--- src/rtl/arya_pkg.sv ---
// Shared defaults and helpers for the multithreaded fetch scheduler.
// Keep this package free of any design state so every block can import it.
package arya_pkg;

  localparam int DEFAULT_THREAD_BITS     = 2;
  localparam int DEFAULT_NUM_THREADS     = 1 << DEFAULT_THREAD_BITS;
  localparam int DEFAULT_INST_ADDR_WIDTH = 9;

  // Each thread starts in its own equal slice of instruction memory.
  function automatic int thread_base_pc(input int idx, input int thread_bits,
                                        input int addr_width);
    return idx << (addr_width - thread_bits);
  endfunction

endpackage

--- src/rtl/thread_fetch_scheduler_rr_arbiter.sv ---
// Combinational rotate-priority encoder: the first requester after `last`
// (wrapping) wins; `last` itself has the lowest priority.
module rr_arbiter #(
  parameter int N  = 4,
  parameter int LW = $clog2(N)
) (
  input  logic [N-1:0]  req,
  input  logic [LW-1:0] last,
  output logic          gnt_valid,
  output logic [LW-1:0] gnt_idx
);

  logic [LW-1:0] cand;

  // Walk from the farthest offset to the nearest so the nearest hit is kept.
  always_comb begin
    gnt_valid = 1'b0;
    gnt_idx   = '0;
    cand      = '0;
    for (int k = N; k >= 1; k--) begin
      cand = LW'((int'(last) + k) % N);
      if (req[cand]) begin
        gnt_valid = 1'b1;
        gnt_idx   = cand;
      end
    end
  end

endmodule

--- src/rtl/thread_fetch_scheduler.sv ---
// Fine-grained multithreaded fetch scheduler: one PC per hardware thread,
// round-robin issue of one eligible thread per cycle, with redirect support.
module thread_fetch_scheduler
  import arya_pkg::*;
#(
  parameter int THREAD_BITS     = DEFAULT_THREAD_BITS,
  parameter int INST_ADDR_WIDTH = DEFAULT_INST_ADDR_WIDTH
) (
  input  logic                       clk,
  input  logic                       reset,
  input  logic [(1<<THREAD_BITS)-1:0] thread_enable,
  input  logic [(1<<THREAD_BITS)-1:0] thread_block,
  input  logic                       stall,
  input  logic                       redirect_valid,
  input  logic [THREAD_BITS-1:0]     redirect_thread,
  input  logic [INST_ADDR_WIDTH-1:0] redirect_pc,
  output logic                       fetch_valid,
  output logic [THREAD_BITS-1:0]     fetch_thread_id,
  output logic [INST_ADDR_WIDTH-1:0] fetch_pc,
  output logic                       pipe_en
);

  localparam int NUM_THREADS = 1 << THREAD_BITS;

  logic [INST_ADDR_WIDTH-1:0] pc_q    [NUM_THREADS];
  logic [INST_ADDR_WIDTH-1:0] pc_d    [NUM_THREADS];
  logic [INST_ADDR_WIDTH-1:0] base_pc [NUM_THREADS];

  logic [THREAD_BITS-1:0]     last_grant_q, last_grant_d;
  logic                       fetch_valid_q, fetch_valid_d;
  logic [THREAD_BITS-1:0]     fetch_thread_id_q, fetch_thread_id_d;
  logic [INST_ADDR_WIDTH-1:0] fetch_pc_q, fetch_pc_d;

  logic [NUM_THREADS-1:0]     eligible;
  logic                       gnt_valid;
  logic [THREAD_BITS-1:0]     gnt_idx;
  logic                       issue;
  logic [INST_ADDR_WIDTH-1:0] issue_pc;

  for (genvar gi = 0; gi < NUM_THREADS; gi++) begin : g_base
    assign base_pc[gi] =
      INST_ADDR_WIDTH'(thread_base_pc(gi, THREAD_BITS, INST_ADDR_WIDTH));
  end

  assign eligible = thread_enable & ~thread_block;

  rr_arbiter #(
    .N  (NUM_THREADS),
    .LW (THREAD_BITS)
  ) u_arb (
    .req       (eligible),
    .last      (last_grant_q),
    .gnt_valid (gnt_valid),
    .gnt_idx   (gnt_idx)
  );

  assign issue    = gnt_valid & ~stall;
  // A same-cycle redirect to the granted thread beats its stored PC.
  assign issue_pc = (redirect_valid && (redirect_thread == gnt_idx))
                    ? redirect_pc : pc_q[gnt_idx];

  always_comb begin
    for (int i = 0; i < NUM_THREADS; i++) begin
      pc_d[i] = pc_q[i];
    end
    last_grant_d      = last_grant_q;
    fetch_valid_d     = fetch_valid_q;
    fetch_thread_id_d = fetch_thread_id_q;
    fetch_pc_d        = fetch_pc_q;

    if (redirect_valid) begin
      pc_d[redirect_thread] = redirect_pc;
    end

    if (issue) begin
      fetch_valid_d     = 1'b1;
      fetch_thread_id_d = gnt_idx;
      fetch_pc_d        = issue_pc;
      pc_d[gnt_idx]     = issue_pc + INST_ADDR_WIDTH'(1);
      last_grant_d      = gnt_idx;
    end else if (!stall) begin
      fetch_valid_d = 1'b0;
    end
  end

  always_ff @(posedge clk) begin
    if (reset) begin
      for (int i = 0; i < NUM_THREADS; i++) begin
        pc_q[i] <= base_pc[i];
      end
      last_grant_q      <= THREAD_BITS'(NUM_THREADS - 1);
      fetch_valid_q     <= 1'b0;
      fetch_thread_id_q <= '0;
      fetch_pc_q        <= '0;
    end else begin
      for (int i = 0; i < NUM_THREADS; i++) begin
        pc_q[i] <= pc_d[i];
      end
      last_grant_q      <= last_grant_d;
      fetch_valid_q     <= fetch_valid_d;
      fetch_thread_id_q <= fetch_thread_id_d;
      fetch_pc_q        <= fetch_pc_d;
    end
  end

  assign fetch_valid     = fetch_valid_q;
  assign fetch_thread_id = fetch_thread_id_q;
  assign fetch_pc        = fetch_pc_q;
  assign pipe_en         = ~stall & ~reset;

endmodule

--- config.mk ---
export PLATFORM = sky130hd
export DESIGN_NAME = thread_fetch_scheduler
export DESIGN_NICKNAME = d
export VERILOG_FILES = /design/src/rtl/arya_pkg.sv /design/src/rtl/thread_fetch_scheduler_rr_arbiter.sv /design/src/rtl/thread_fetch_scheduler.sv
export SDC_FILE = /design/constraint.sdc
export NUM_CORES = 1
export LEC_CHECK = 0
export ABC_AREA = 1
export CORE_UTILIZATION = 35
export CTS_CLUSTER_DIAMETER = 100
export DETAILED_ROUTE_END_ITERATION = 12
export SETUP_SLACK_MARGIN = 0.2
export SYNTH_ARGS = -nofsm -noshare
export SYNTH_HDL_FRONTEND = slang
export SYNTH_SLANG_ARGS = --single-unit
--- constraint.sdc ---
create_clock -name clk -period 5.3 [get_ports clk]
set_clock_uncertainty 0.05 [all_clocks]
set_input_delay 1.59 -clock clk [delete_from_list [all_inputs] [get_ports clk]]
set_output_delay 1.59 -clock clk [all_outputs]
set_load 0.005 [all_outputs]
==> results.toml, run 1 <==
[floorplanning]
num_io_pins = 36
num_rows = 35
die_area_um2 = 10020
fp.coreArea_um2 = 9284
width_of_the_die_um = 100.1
die_h_um = 100.1
start_util = 0.3627

[synth]
synth_mux_area_frac = 0.002973
postSynthRegisterBits = 50
syn-cell-area_um2 = 3367
synth_top_family_by_area = "simple AND/OR/NAND/NOR gates"
synth_flop_cell = "sky130_fd_sc_hd__dfxtp_1"
ys.warnings.count = 0
synth_compound_area_frac = 0.1550
synth_edf_count = 0
synth_net_count = 576
area_share_of_and_or_nand_nor_cells_after_synthesis = 0.4121
synthCells = 553
post_synth_fa_ha_maj_area_fraction = 0
synth_sequential_area_ratio = 0.2973
async_flop_share = 0
synth.lib_cells_used.distinct = 31
synthesis.area_per_instance_um2 = 6.089
synth_xor_xnor_area_share = 0.002601

[detailed_routing]
ant_nets = 0
via_count = 3523
total_routed_length_um = 9729
avgRoutedWirePerCell_um = 13.65
drt_first_iter_violations = 201
routed_via_density = 4.941
remaining_drc_errors = 0
detailedRoute.firstPassIterationCount = 5

[cells_and_area]
area.growth.synth_to_final_pct = 16.13
post_route_cells_drive_above_1_share = 0.1045
layout.cells.most_common_list = "sky130_fd_sc_hd__nand2_1 (185), sky130_fd_sc_hd__inv_1 (80), sky130_fd_sc_hd__nand3_1 (58)"
finalNetCount = 607
layout.filler_cells = 1018
multiInputGateArea_um2 = 1928
sequential_cell_area_um2 = 1001
layout_commonest_cell = "sky130_fd_sc_hd__nand2_1"
num_antenna_cells = 0
stdcell_area_um2 = 3910

[worst_setup_path]
crit_top_cell = "sky130_fd_sc_hd__clkdlybuf4s50_1"
required_time_of_the_critical_path_ps = 3660
timing.reg2reg.setup_slack_ps = 2320
cp-end-kind = "output pin"
cp_data_arrival_time_ps = 2750
kind_of_start_point_of_the_critical_path = "input port"
regToRegStartpoint = "last_grant_q[0]$_SDFFE_PP1P_"
max_stage_delay_ps = 520
r2r_end = "pc_q[0][6]$_SDFF_PP0_"
crit_type = "input port to output pin"
worstRegToRegCells = 13
slowest_stage = "sky130_fd_sc_hd__clkdlybuf4s50_1"
worst_path_maximum_fanout = 2
cell_chain_of_the_critical_path = "clkdlybuf4s50_1 > nor2_1 > clkdlybuf4s50_1"
cp-startpoint = "reset"

[place]
detailedPlacementHpwl_um = 6655
detailed_place.area_um2 = 3834
numPortBuffers = 35
gp_congestion = 0.8761

[power]
p_leak_uw = 0.001933
vdd_drop_max_mv = 0.1451
power_switching_uw = 700.9
portion_of_total_power_attributed_to_combinational_logic = 0.544
seq_power_share = 0.311
power.density_cell_area_nw_per_um2 = 383.1
clock_power_share = 0.145
netSwitchingFraction = 0.4680
intPower_uw = 796.9

[clock_tree]
tritoncts = "yes"
cts_root_buffer = "sky130_fd_sc_hd__clkbuf_8"
cts_setup_buffers = 0
cts-buffers-inserted = 5
htree_levels = 2
cts.sinks = 50
ctsHoldBuffers = 0
cts_resized = 0
clk_latency_ps = 310
clock_tree_buf_depth = 2
worst_setup_hold_path_clk_slew_ps = 90

[timing]
totalNegativeSetupSlack_ps = 0
finalCritPeriodShare = 0.8279
max_freq_ghz = 0.2279
timing_max_transition_violations_final = 0
setup_repair_after_global_routing_missed_its_margin = "no"
maxSlewHeadroom = 0.3174
tightestPinTransition_ps = 1023
timing.final.hold_violations = 0
setup_viol = 0
final.min_clock_period_ps = 4388

[global_routing]
grt_usage = 0.2035
grt_pass1_wl_um = 15880
grt_max_degree = 35
first_global_vias = 3226
number_of_antenna_violations_at_the_first_check_in_global_routing = 0
grt-ovfl-total = 0

[run_status]
outcome = "complete, no violations"

[hold_path]
min-delay-path-class = "register to register"
min_to = "fetch_valid$_SDFFE_PP0P_"
worstHoldPathCells = 2
timing.hold.worst.start = "fetch_valid$_SDFFE_PP0P_"

[run]
drv.max_cap_violation_count = 0
## Yosys cell counts, types with 2 or more instances
cell | number | area [µm²]
sky130_fd_sc_hd__nand2_1 | 185 | 694.4
sky130_fd_sc_hd__inv_1 | 80 | 300.3
sky130_fd_sc_hd__nand3_1 | 58 | 290.3
sky130_fd_sc_hd__dfxtp_1 | 50 | 1001
sky130_fd_sc_hd__a21oi_1 | 39 | 195.2
sky130_fd_sc_hd__o21ai_0 | 34 | 170.2
sky130_fd_sc_hd__nand2_2 | 20 | 125.1
sky130_fd_sc_hd__o211ai_1 | 15 | 112.6
sky130_fd_sc_hd__nor2_1 | 9 | 33.78
sky130_fd_sc_hd__clkbuf_1 | 7 | 26.28
sky130_fd_sc_hd__inv_2 | 7 | 26.28
sky130_fd_sc_hd__nand3_2 | 7 | 70.07
sky130_fd_sc_hd__nand2_4 | 5 | 56.30
sky130_fd_sc_hd__nor2_2 | 5 | 31.28
sky130_fd_sc_hd__buf_1 | 4 | 15.01
sky130_fd_sc_hd__buf_2 | 3 | 15.01
sky130_fd_sc_hd__buf_6 | 3 | 33.78
sky130_fd_sc_hd__nand4_1 | 3 | 18.77
sky130_fd_sc_hd__a221oi_1 | 2 | 17.52
sky130_fd_sc_hd__a31oi_1 | 2 | 12.51
sky130_fd_sc_hd__clkinv_1 | 2 | 7.510
sky130_fd_sc_hd__nand3b_1 | 2 | 15.01
sky130_fd_sc_hd__nor2_4 | 2 | 22.52
sky130_fd_sc_hd__nor3_1 | 2 | 10.01
## power by group through the flow
stage / combinational (µW) / sequential (µW) / clock, µW
final: 815 / 466 / 218
after floorplan: 610 / 470 / 0
after global placement: 803 / 473 / 0
after CTS: 812 / 466 / 224
after global routing: 918 / 473 / 236
after detailed placement: 808 / 474 / 0
## sequential cells by signal, indices dropped and copies added (netlist names)
register,cells
fetch_pc,9
fetch_thread_id,2
fetch_valid,1
last_grant_q,2
pc_q,36
## worst max path at each step
stage / endpoint / slack, ps / cells past startpoint
2_1_floorplan: pipe_en / 1470 / 3
6_report: pipe_en / 910 / 3
3_3_place_gp: pipe_en / 900 / 3
5_1_grt: pc_q[0][7]$_SDFF_PP0_ / 880 / 22
3_5_place_dp: pc_q[0][7]$_SDFF_PP0_ / 870 / 22
4_1_cts: pipe_en / 900 / 3
## area by class of cell
cell class              instances  share of cell area
multi-input cells             395              0.4931
flip-flops and latches         50              0.2560
repair buffers                 42              0.1030
inverters                      90             0.08704
well taps                     129             0.04128
clock buffers                   7             0.01952
## logic make-up (layout without fill, tap and decap cells)
family          count (synthesis)  after routing
xor+xnor                        1              1
compound gates                 94             94
flops                          50             50
simple gates                  299            299
buf+inv                       108            139
mux                             1              1
## per-stage QoR
stage / setup WS, ps / util / std cells / hold slack, ps / total power [µW]
6_report: 912.3 / 0.4212 / 713 / 410.0 / 1498
5_1_grt: 878.1 / 0.4212 / 713 / 436.5 / 1628
4_1_cts: 900.0 / 0.4212 / 713 / 414.0 / 1502
3_5_place_dp: 867.6 / 0.4129 / 706 / 401.6 / 1282
3_3_place_gp: 896.6 / 0.4129 / 706 / 396.5 / 1276
2_1_floorplan: 1467 / - / 553 / 402.7 / 1080
## worst max-delay path: cells and delay by family
family / cells / cell delay [ps]
and+or+nand+nor: 1 / 130
buffers and inverters: 2 / 1030
## per-layer routing
layer,GRT usage,up-vias,wire [µm],part of all wire
li1,-,1817,-,-
met1,0.2782,1578,4712,0.48
met2,0.3305,119,4282,0.44
met3,0.02925,9,585,0.060
met4,0.06577,0,147,0.015
met5,0,-,0,0
No activity file was read; power rests on OpenSTA's default activity.
==> run 2: changes to the inputs <==
==> constraint.sdc (replaced) <==
create_clock -name clk -period 3.9 [get_ports clk]
set_clock_uncertainty 0.05 [all_clocks]
set_input_delay 1.17 -clock clk [delete_from_list [all_inputs] [get_ports clk]]
set_output_delay 1.17 -clock clk [all_outputs]
set_load 0.005 [all_outputs]
==> results.toml, run 2 (synthesized netlist as in run 1, its figures left out) <==
[floorplanning]
die_area_um2 = 10020
num_rows = 35
fp.coreArea_um2 = 9284
start_util = 0.3627
width_of_the_die_um = 100.1
num_io_pins = 36
die_h_um = 100.1

[cells_and_area]
post_route_cells_drive_above_1_share = 0.1369
num_antenna_cells = 0
largest_register = "pc_q"
layout.filler_cells = 1006
finalNetCount = 621
layout.cells.most_common_list = "sky130_fd_sc_hd__nand2_1 (181), sky130_fd_sc_hd__inv_1 (80), sky130_fd_sc_hd__nand3_1 (57)"
postLayoutCoreUtil = 0.4438
largest_register_ffs = 36
stdcell_area_um2 = 4120
layout_commonest_cell = "sky130_fd_sc_hd__nand2_1"
area.growth.synth_to_final_pct = 22.37

[worst_setup_path]
cp_data_arrival_time_ps = 2310
required_time_of_the_critical_path_ps = 2680
crit_type = "input port to output pin"
worst_path_maximum_fanout = 2
kind_of_start_point_of_the_critical_path = "input port"
cp-end-kind = "output pin"
timing.reg2reg.setup_slack_ps = 1110

[detailed_routing]
total_routed_length_um = 10330
drt_first_iter_violations = 262
remaining_drc_errors = 0
ant_nets = 0
avgRoutedWirePerCell_um = 14.19
routed_via_density = 5.014
detailedRoute.firstPassIterationCount = 4
via_count = 3650

[global_routing]
grt_usage = 0.2143
grt_pass1_wl_um = 16800
grt_max_degree = 35
grt-ovfl-total = 0
number_of_antenna_violations_at_the_first_check_in_global_routing = 0
first_global_vias = 3384

[timing]
totalNegativeSetupSlack_ps = 0
tightestPinTransition_ps = 738.3
final.min_clock_period_ps = 3534
maxSlewHeadroom = 0.5064
finalCritPeriodShare = 0.9061
timing.final.hold_violations = 0
max_freq_ghz = 0.2830
setup_viol = 0
timing_max_transition_violations_final = 0
setup_repair_after_global_routing_missed_its_margin = "no"

[place]
detailedPlacementHpwl_um = 7188
detailed_place.area_um2 = 3926
numPortBuffers = 35
gp_congestion = 0.8560

[clock_tree]
worst_setup_hold_path_clk_slew_ps = 90
clock_tree_buf_depth = 2
htree_levels = 2
cts.sinks = 50
clk_latency_ps = 310
tritoncts = "yes"
cts-buffers-inserted = 5
cts_root_buffer = "sky130_fd_sc_hd__clkbuf_8"

[hold_path]
min-delay-path-class = "register to register"

[power]
power.density_cell_area_nw_per_um2 = 538.3
p_leak_uw = 0.002023
vdd_drop_max_mv = 0.1918

[run]
drv.max_cap_violation_count = 0

[run_status]
outcome = "complete, no violations"
[run 2: critical path: stages]
cell and delay [ps]:
sky130_fd_sc_hd__clkdlybuf4s50_1 510, sky130_fd_sc_hd__nor2_1 130, sky130_fd_sc_hd__clkdlybuf4s50_1 500
[run 2: timing repair]
action,CTS,global route
gates resized for setup,0,10
endpoints found under the setup margin,0,22
setup buffers,0,5
hold buffers,0,0
[run 2: worst paths after layout]
kind                                              startpoint                  endpoint  depth (start not counted)
worst max-delay path                                   reset                   pipe_en                          3
worst min-delay path                fetch_valid$_SDFFE_PP0P_  fetch_valid$_SDFFE_PP0P_                          2
worst max register to register  last_grant_q[0]$_SDFFE_PP1P_     pc_q[2][2]$_SDFF_PP0_                         19
worst min register to register      fetch_valid$_SDFFE_PP0P_  fetch_valid$_SDFFE_PP0P_                          2
[run 2: area by class of cell]
class / count / area (µm²) / share of cell area
Sequential cell: 50 / 1001 / 0.2429
Clock inverter: 2 / 37.54 / 0.009110
Tap cell: 129 / 161.4 / 0.03917
Timing Repair Buffer: 56 / 533.0 / 0.1294
Clock buffer: 6 / 72.57 / 0.01761
Multi-Input combinational cell: 395 / 1974 / 0.4792
Inverter: 90 / 340.3 / 0.08260
[run 2: layer usage]
| metal | global-route usage | wire length (µm) | up-vias |
|---|---|---|---|
| met3 | 0.03273 | 653 | 24 |
| met5 | 0 | 0 | - |
| met4 | 0.07915 | 357 | 0 |
| met2 | 0.3432 | 4414 | 137 |
| li1 | - | - | 1852 |
| met1 | 0.2917 | 4902 | 1637 |
[run 2: power by group]
part | internal (µW) | switching [µW]
clock network | 192 | 180
registers | 595 | 41.6
logic | 424 | 786
total | 1210 | 1010
[run 2: metrics by stage]
step                      power, µW  hold slack (ps)  instances  setup WS, ps
final                          2218            416.1        728         366.4
after global routing           2410            442.3        728         184.5
after CTS                      2172            417.1        723         347.2
after detailed placement       1795            406.7        715         29.18
after global placement         1786            392.7        715         75.62
after floorplan                1468            402.7        553         907.3
==> run 3: changes to the inputs <==
--- a/config.mk
+++ b/config.mk
@@ -10,6 +10,7 @@
 export CTS_CLUSTER_DIAMETER = 100
 export DETAILED_ROUTE_END_ITERATION = 12
 export SETUP_SLACK_MARGIN = 0.2
+export SLEW_MARGIN = 20
 export SYNTH_ARGS = -nofsm -noshare
 export SYNTH_HDL_FRONTEND = slang
 export SYNTH_SLANG_ARGS = --single-unit
==> results of run 3 <==
The final DEF is identical to that of run 2; final timing and power are the same.
